## src/rtl/cdb_pkg.sv

```systemverilog
// Shared definitions for the common-data-bus arbiter: widths, source indices
// and the broadcast bus word seen by reservation stations, RST and ROB.
package cdb_pkg;
    localparam int CDB_DATA_W  = 40;
    localparam int CDB_NUM_SRC = 5;

    localparam int SRC_ALU = 0;
    localparam int SRC_MUL = 1;
    localparam int SRC_DIV = 2;
    localparam int SRC_LS  = 3;
    localparam int SRC_BR  = 4;

    typedef struct packed {
        logic                  valid;
        logic [CDB_DATA_W-1:0] payload;
    } cdb_word_t;
endpackage

```

## src/rtl/cdb_arbiter_rr_if.sv

```systemverilog
// Request/grant/broadcast bundle between the functional units and the CDB arbiter.
interface cdb_arbiter_rr_if import cdb_pkg::*; #(
    parameter int NUM_SRC = CDB_NUM_SRC,
    parameter int DATA_W  = CDB_DATA_W
) ();
    localparam int SRC_W = (NUM_SRC > 1) ? $clog2(NUM_SRC) : 1;

    logic [NUM_SRC-1:0]        req;
    logic [NUM_SRC*DATA_W-1:0] data_in;
    logic [NUM_SRC-1:0]        grant;
    logic                      cdb_valid;
    logic [DATA_W-1:0]         cdb_data;
    logic [SRC_W-1:0]          cdb_src;

    modport master (output req, data_in, input grant, cdb_valid, cdb_data, cdb_src);
    modport slave  (input req, data_in, output grant, cdb_valid, cdb_data, cdb_src);
endinterface

```

## src/rtl/cdb_arbiter_rr_rr_pick.sv

```systemverilog
// Rotate-and-find-first picker: first requester at or after ptr, wrapping.
// Tie ptr to zero for plain lowest-index priority.
module rr_pick #(
    parameter int N  = 5,
    parameter int PW = 3
) (
    input  logic [N-1:0]  req,
    input  logic [PW-1:0] ptr,
    output logic [N-1:0]  grant
);
    logic [N-1:0]   rot;
    logic [N-1:0]   rot_gnt;
    logic [2*N-1:0] gnt2;

    always_comb begin
        // rot[j] is req[(ptr+j) mod N]; isolating its lowest bit and rotating
        // back gives the winner in original index space.
        rot     = N'({req, req} >> ptr);
        rot_gnt = rot & (-rot);
        gnt2    = {{N{1'b0}}, rot_gnt} << ptr;
        grant   = gnt2[N-1:0] | gnt2[2*N-1:N];
    end
endmodule

```

## src/rtl/cdb_arbiter_rr.sv

```systemverilog
// CDB arbiter: one-hot combinational grant, registered one-per-cycle broadcast.
// Define CDB_STARVE_GUARD_EN to add per-source wait counters that override policy.
module cdb_arbiter_rr import cdb_pkg::*; #(
    parameter int NUM_SRC  = CDB_NUM_SRC,
    parameter int DATA_W   = CDB_DATA_W,
    parameter int RR_MODE  = 1,
    parameter int MAX_WAIT = 8
) (
    input logic            clk,
    input logic            rst,
    cdb_arbiter_rr_if.slave bus
);
    localparam int SRC_W = (NUM_SRC > 1) ? $clog2(NUM_SRC) : 1;

    generate
        if (NUM_SRC < 2 || MAX_WAIT < 1) begin : g_bad_cfg
            $error("cdb_arbiter_rr: NUM_SRC must be >= 2 and MAX_WAIT >= 1");
        end
    endgenerate

    logic [SRC_W-1:0]   ptr, pick_ptr, gidx;
    logic [NUM_SRC-1:0] pol_grant, grant_raw, grant;
    logic [DATA_W-1:0]  gdata;
    logic               any_grant;
    logic               valid_q;
    logic [DATA_W-1:0]  data_q;
    logic [SRC_W-1:0]   src_q;

    assign pick_ptr = (RR_MODE != 0) ? ptr : '0;

    rr_pick #(.N(NUM_SRC), .PW(SRC_W)) u_pick (
        .req  (bus.req),
        .ptr  (pick_ptr),
        .grant(pol_grant)
    );

`ifdef CDB_STARVE_GUARD_EN
    localparam int CW = $clog2(MAX_WAIT + 1);

    logic [CW-1:0]      wait_cnt [NUM_SRC];
    logic [NUM_SRC-1:0] starved;

    always_comb begin
        starved = '0;
        for (int i = 0; i < NUM_SRC; i++)
            starved[i] = bus.req[i] && (wait_cnt[i] == CW'(MAX_WAIT));
    end

    // Starved sources preempt the policy; lowest starved index wins.
    assign grant_raw = (|starved) ? (starved & (-starved)) : pol_grant;

    always_ff @(posedge clk or negedge rst) begin
        if (!rst) begin
            for (int i = 0; i < NUM_SRC; i++) wait_cnt[i] <= '0;
        end else begin
            for (int i = 0; i < NUM_SRC; i++) begin
                if (!bus.req[i] || grant[i])
                    wait_cnt[i] <= '0;
                else if (wait_cnt[i] != CW'(MAX_WAIT))
                    wait_cnt[i] <= wait_cnt[i] + CW'(1);
            end
        end
    end
`else
    assign grant_raw = pol_grant;
`endif

    assign grant     = rst ? grant_raw : '0;
    assign any_grant = |grant;

    always_comb begin
        gidx  = '0;
        gdata = '0;
        for (int i = 0; i < NUM_SRC; i++) begin
            if (grant[i]) begin
                gidx  = SRC_W'(i);
                gdata = bus.data_in[i*DATA_W +: DATA_W];
            end
        end
    end

    always_ff @(posedge clk or negedge rst) begin
        if (!rst) begin
            ptr     <= '0;
            valid_q <= 1'b0;
            data_q  <= '0;
            src_q   <= '0;
        end else begin
            if (any_grant)
                ptr <= (gidx == SRC_W'(NUM_SRC - 1)) ? '0 : gidx + SRC_W'(1);
            valid_q <= any_grant;
            data_q  <= gdata;
            src_q   <= gidx;
        end
    end

    assign bus.grant     = grant;
    assign bus.cdb_valid = valid_q;
    assign bus.cdb_data  = data_q;
    assign bus.cdb_src   = src_q;

    // A waiting source must hold its request until it is granted.
    generate
        for (genvar i = 0; i < NUM_SRC; i++) begin : g_hold_chk
            req_hold_a: assert property (@(posedge clk) disable iff (!rst)
                (bus.req[i] && !bus.grant[i]) |=> bus.req[i]);
        end
    endgenerate
endmodule

```

## src/flat_wrapper.sv

```systemverilog
// flat-port wrapper written by rule: the top's interface ports become plain ports
module cdb_arbiter_rr_flat import cdb_pkg::*;
#(
    parameter int NUM_SRC  = CDB_NUM_SRC,
    parameter int DATA_W   = CDB_DATA_W,
    parameter int RR_MODE  = 1,
    parameter int MAX_WAIT = 8
)
  (clk, rst, bus_req, bus_data_in, bus_grant, bus_cdb_valid, bus_cdb_data, bus_cdb_src);
  cdb_arbiter_rr_if #(.NUM_SRC(NUM_SRC), .DATA_W(DATA_W)) bus_i ();
  input logic clk;
  input logic rst;
  input wire logic [$bits(bus_i.req)-1:0] bus_req;
  input wire logic [$bits(bus_i.data_in)-1:0] bus_data_in;
  output wire logic [$bits(bus_i.grant)-1:0] bus_grant;
  output wire logic [$bits(bus_i.cdb_valid)-1:0] bus_cdb_valid;
  output wire logic [$bits(bus_i.cdb_data)-1:0] bus_cdb_data;
  output wire logic [$bits(bus_i.cdb_src)-1:0] bus_cdb_src;
  assign bus_i.req = bus_req;
  assign bus_i.data_in = bus_data_in;
  assign bus_grant = bus_i.grant;
  assign bus_cdb_valid = bus_i.cdb_valid;
  assign bus_cdb_data = bus_i.cdb_data;
  assign bus_cdb_src = bus_i.cdb_src;
  cdb_arbiter_rr #(.NUM_SRC(NUM_SRC), .DATA_W(DATA_W), .RR_MODE(RR_MODE), .MAX_WAIT(MAX_WAIT)) u_core (.clk(clk), .rst(rst), .bus(bus_i));
endmodule
```

## config.mk

```make
export PLATFORM = sky130hd
export DESIGN_NAME = cdb_arbiter_rr_flat
export DESIGN_NICKNAME = d
export VERILOG_FILES = /design/src/rtl/cdb_pkg.sv /design/src/rtl/cdb_arbiter_rr_if.sv /design/src/rtl/cdb_arbiter_rr_rr_pick.sv /design/src/rtl/cdb_arbiter_rr.sv /design/src/flat_wrapper.sv
export SDC_FILE = /design/constraint.sdc
export NUM_CORES = 1
export LEC_CHECK = 0
export ABC_AREA = 1
export CAP_MARGIN = 20
export CORE_AREA = 2 2 105 107
export DETAILED_ROUTE_END_ITERATION = 10
export DIE_AREA = 0 0 107 109
export PLACE_DENSITY = 0.8
export SLEW_MARGIN = 15
export SYNTH_ARGS = -nofsm -noshare
export SYNTH_HDL_FRONTEND = slang
export SYNTH_SLANG_ARGS = --single-unit
```

## constraint.sdc

```tcl
create_clock -name clk -period 2.45 [get_ports clk]
set_input_delay 0.49 -clock clk [delete_from_list [all_inputs] [get_ports clk]]
set_output_delay 0.49 -clock clk [all_outputs]
set_load 0.02 [all_outputs]
```

==> results of run 1 <==
==> cell type report <==
class	count	share of cell area, %
Clock buffer	6	1.20
Tap cell	140	2.55
Timing Repair Buffer	287	41.3
Inverter	95	5.29
Multi-Input combinational cell	410	32.0
Clock inverter	2	0.564
Sequential cell	47	17.1
==> cells in the mapped netlist, types with 3 or more instances <==
| cell type | number | area share [%] |
|---|---|---|
| nor2_2 | 5 | 0.85 |
| clkbuf_2 | 3 | 0.41 |
| nand3_1 | 99 | 13 |
| inv_2 | 5 | 0.51 |
| buf_2 | 18 | 2.4 |
| inv_1 | 89 | 9.1 |
| nand2_1 | 148 | 15 |
| nand2_2 | 9 | 1.5 |
| nand3_2 | 17 | 4.6 |
| dfrtp_1 | 47 | 32 |
| o21ai_0 | 30 | 4.1 |
| nor2_1 | 83 | 8.4 |
| o21ai_1 | 10 | 1.4 |
| nand4_1 | 3 | 0.51 |
| buf_6 | 10 | 3.1 |
==> how the worst max path moves through the flow <==
stage	from	to	cells past startpoint
floorplan	u_core.pick_ptr[0]$_DFFE_PN0P_	bus_grant[4]	15
detailed placement	bus_req[1]	bus_grant[4]	14
global route	u_core.pick_ptr[0]$_DFFE_PN0P_	bus_grant[4]	15
CTS	u_core.pick_ptr[0]$_DFFE_PN0P_	bus_grant[4]	13
finish	u_core.pick_ptr[0]$_DFFE_PN0P_	bus_grant[4]	15
global placement	bus_req[3]	bus_grant[4]	15
==> state kept, by name (all words and copies together), names as in the netlist <==
name,count
u_core.bus.cdb_data,40
u_core.pick_ptr,3
u_core.bus.cdb_src,3
u_core.bus.cdb_valid,1
==> cell families after synthesis <==
kind of cell,share of synthesized area (%)
simple gates,45.3
fa+ha+maj,0.339
buf+inv,16.2
compound gates,6.24
flops,31.9
==> per-layer routing <==
metal	vias to the layer above	global-route usage [%]	wire length, um
li1	2320	-	-
met1	2097	28.3	6190
met2	221	43.8	7710
met3	16	7.11	1290
met4	0	5.29	201
met5	-	0	0
==> power by group <==
group,internal [mW],switching [mW]
sequential,1.17,0.145
clock,0.337,0.305
combinational,2.29,3.30
total,3.80,3.75
==> repair_timing <==
action | 4_1_cts | 5_1_grt
endpoints found under the setup margin | 50 | 50
pin swaps | 24 | 13
resized for setup | 85 | 39
buffers inserted | 4 | 1
==> flow_summary.ini, run 1 <==
[status]
status = complete, but fails checks
violations = negative setup slack

[cells_and_area]
design_area_sq_um = 6880
postLayoutCoreUtil_pct = 64.9
drive_gt1_share_pct = 16.5
n_antenna_cell = 0
fin_nets = 1054
final_common_cell = clkdlybuf4s50_1
regArea_sq_um = 1180
area_growth_pct = 86.6
n_fill_cell = 949
fin_cells = 987
multiInputGateArea_sq_um = 2200
layout.cells.most_common_list = clkdlybuf4s50_1, nand2_1, inv_1

[sta]
worst-slew-pin-transition_ns = 0.495
fin_crit_ns = 2.68
hold_violations = 0
skew_ns = 0.0118
slew_viol_final = 0
relSlewSlack_pct = 67.0
rsz0062_at_grt = yes
whs_ns = 0.0391
period_share_pct = 110
tns_ns = -2.16
setup_violations = 44
max_freq_mhz = 373
worst_slack_ns = -0.233

[clock_tree]
cts_hold_buffers = 0
root_buffer = clkbuf_8
cts_buffers = 5
path_clk_slew_ns = 0.10
clockBufferDepth = 2
cts_sinks = 47
clock_latency_ns = 0.31
cts_tree = built
h-tree-depth = 2

[critical_path]
crit_required_ns = 1.96
reg2reg_to = u_core.pick_ptr[1]$_DFFE_PN0P_
critical_path.reg2reg.startpoint = u_core.pick_ptr[0]$_DFFE_PN0P_
critPathSlowestCell = dfrtp_2
crit_arrival_ns = 2.19
rrSetupSlack_ns = -0.14
cp-start-kind = flip-flop
cp_top_family = simple AND/OR/NAND/NOR gates
crit_buf_inv = 2
cp_cell_sequence = clkinv_4 > nand2_4 > nand3_4 > nand2_2 > nand2_2 > nand2_4 > nand2_4 > nor2_4 > nand3_2 > nand2_1 > nand2_2 > nand2_2 > nand2_4 > nor2_8 > buf_6
r2r_cells = 19
criticalPathCategory = reg -> out
worstSetupEndpointType = output port
path_max_fanout = 7
cpPeakStageDelay_ns = 0.47

[placed_design]
dp_cells = 974
dpl_worst_slack_ns = -0.770
post_dp_cell_area_sq_um = 6370
dp_hpwl_um = 10900
port_buffers = 255
place.gp.congestion = 0.866

[detailed_routing]
drtIter0Drc = 192
route.vias.total = 4654
first_pass_iters = 4
routed_wl_um = 15400
wl_per_cell_um = 15.6
drtAntennaViolNets = 0
viasPerCell = 4.72
post-route-drc-count = 0

[synthesis]
synth_cells = 585
synth.distinct_cells = 24
async_reset_ff_share_pct = 100
ys_seq_elements = 47
synthesis.nets = 793
synthesis.area_sq_um = 3690
yosysWarnings = 0
synthFlopType = dfrtp_1
avgSynthCellArea_sq_um = 6.31
yosysSeqAreaShare_pct = 31.9
synth-edff-count = 0

[global_route]
grt_start_max_net_pins = 45
grt_pass1_wl_um = 21900
grt_pass1_vias = 4315
grt_usage_pct = 24.2
grt_antenna_before_repair = 0
grt_overflow_total = 0

[worst_hold_path]
min_path_type = in -> async

[power]
leakagePower_nw = 3.28
peakVddDrop_uv = 593
power_density_nw_per_um2 = 1100
power.total_mw = 7.55

[die]
start_util_pct = 34.8
design.die.area_sq_um = 11700
core_area_sq_um = 10600
die_y_um = 109
num_rows = 38
io_pins = 256
die_w_um = 107

[run]
cap_viol_max_count = 0
(Power assumes the default switching activity.)
==> run 2: changes to the inputs <==
- CORE_AREA: 2 2 105 107 -> 2 2 94 119
- DIE_AREA: 0 0 107 109 -> 0 0 96 121
==> flow_summary.ini, run 2 (synthesis gave the netlist of run 1 again) <==
[sta]
hold_violations = 0
relSlewSlack_pct = 65.7
fin_crit_ns = 2.71
worst_slack_ns = -0.261
setup_violations = 23
worst-slew-pin-transition_ns = 0.514
skew_ns = 0.00291
slew_viol_final = 0
period_share_pct = 111
rsz0062_at_grt = yes
max_freq_mhz = 369
tns_ns = -1.89

[critical_path]
crit_buf_inv = 4
critPathMostFrequentCell = nand2_2
cpPeakStageDelay_ns = 0.47
crit_required_ns = 1.96
crit_arrival_ns = 2.22
cp_cell_sequence = clkinv_4 > nand2_4 > nand2_1 > nand2_2 > nand2_4 > o21ai_4 > nand3_2 > nand2_2 > buf_6 > nand3_2 > nand2_2 > nand3_4 > inv_2 > buf_6
r2r_cells = 18
cp-start-kind = flip-flop
worstSetupEndpointType = output port
rrSetupSlack_ns = -0.17
reg2reg_to = u_core.pick_ptr[1]$_DFFE_PN0P_
path_max_fanout = 7
criticalPathCategory = reg -> out
critical_path.reg2reg.startpoint = u_core.pick_ptr[0]$_DFFE_PN0P_
critPathSlowestCell = dfrtp_2
cp_top_family = simple AND/OR/NAND/NOR gates

[clock_tree]
cts_tree = built
cts_hold_buffers = 0
cts_sinks = 47
root_buffer = clkbuf_16
clock_latency_ns = 0.29
h-tree-depth = 2
path_clk_slew_ns = 0.06
clockBufferDepth = 2
cts_buffers = 5

[power]
peakVddDrop_uv = 486
leakagePower_nw = 3.34
power_density_nw_per_um2 = 1110

[cells_and_area]
final_common_cell = clkdlybuf4s50_1
fin_nets = 1059
fin_cells = 985
layout.cells.most_common_list = clkdlybuf4s50_1, nand2_1, inv_1
design_area_sq_um = 6990
largest_reg_flops = 40
area_growth_pct = 89.6
drive_gt1_share_pct = 16.4

[detailed_routing]
wl_per_cell_um = 16.0
post-route-drc-count = 0
route.vias.total = 4760
routed_wl_um = 15800
first_pass_iters = 4
drtAntennaViolNets = 0
viasPerCell = 4.83
drtIter0Drc = 204

[global_route]
grt_antenna_before_repair = 1
grt_pass1_wl_um = 22600
grt_usage_pct = 25.6
grt_overflow_total = 0
grt_pass1_vias = 4641
grt_start_max_net_pins = 45

[placed_design]
port_buffers = 255
place.gp.congestion = 0.962
dpl_worst_slack_ns = -0.843
post_dp_cell_area_sq_um = 6370
dp_cells = 967
dp_hpwl_um = 11700

[die]
start_util_pct = 35.3
design.die.area_sq_um = 11600
io_pins = 256
num_rows = 42
die_w_um = 96
core_area_sq_um = 10500
die_y_um = 121

[worst_hold_path]
min_path_type = in -> async

[run]
cap_viol_max_count = 0

[status]
status = complete, but fails checks
violations = negative setup slack
-- run 2: area by class of cell --
type	instances	area [sq um]
fill	870	3460
timing repair buffer	292	2900
multi-input combinational	410	2230
sequential	47	1180
inverter	95	362
tap	132	165
clock buffer	7	143
clock inverter	1	8.76
antenna	1	2.50
-- run 2: worst max path at each step --
stage,from,to,cells after the start
2_1_floorplan,u_core.pick_ptr[0]$_DFFE_PN0P_,bus_grant[4],15
3_3_place_gp,bus_req[1],bus_grant[3],12
3_5_place_dp,bus_req[1],bus_grant[3],12
4_1_cts,u_core.pick_ptr[0]$_DFFE_PN0P_,bus_grant[4],15
5_1_grt,u_core.pick_ptr[0]$_DFFE_PN0P_,bus_grant[1],14
6_report,u_core.pick_ptr[0]$_DFFE_PN0P_,bus_grant[1],14
-- run 2: per-layer routing --
metal | vias to the layer above | wire, um | global-route usage (%)
met4 | 0 | 594 | 9.64
met2 | 219 | 8400 | 47.5
li1 | 2335 | - | -
met5 | - | 0 | 0
met1 | 2165 | 5380 | 26.4
met3 | 41 | 1380 | 7.08
-- run 2: what timing repair did --
action                                 in CTS  in global routing
setup endpoints to repair                  52                 51
resized for setup                          82                 52
setup buffers                               6                  3
endpoints found under the hold margin       0                  0
pin swaps                                  21                 25
-- run 2: power by group --
group / switching (mW) / internal [mW] / total [mW]
Sequential: 0.153 / 1.18 / 1.33
Combinational: 3.34 / 2.40 / 5.73
Clock: 0.298 / 0.409 / 0.707
Total: 3.79 / 3.98 / 7.77
-- run 2: through the flow --
stage,utilization (%),total power [mW],hold WS [ns]
finish,66.9,7.77,0.0837
global route,66.9,8.30,0.0811
CTS,64.5,7.37,0.0626
detailed placement,60.9,6.26,0.364
global placement,60.9,6.14,0.367
floorplan,-,4.36,0.194
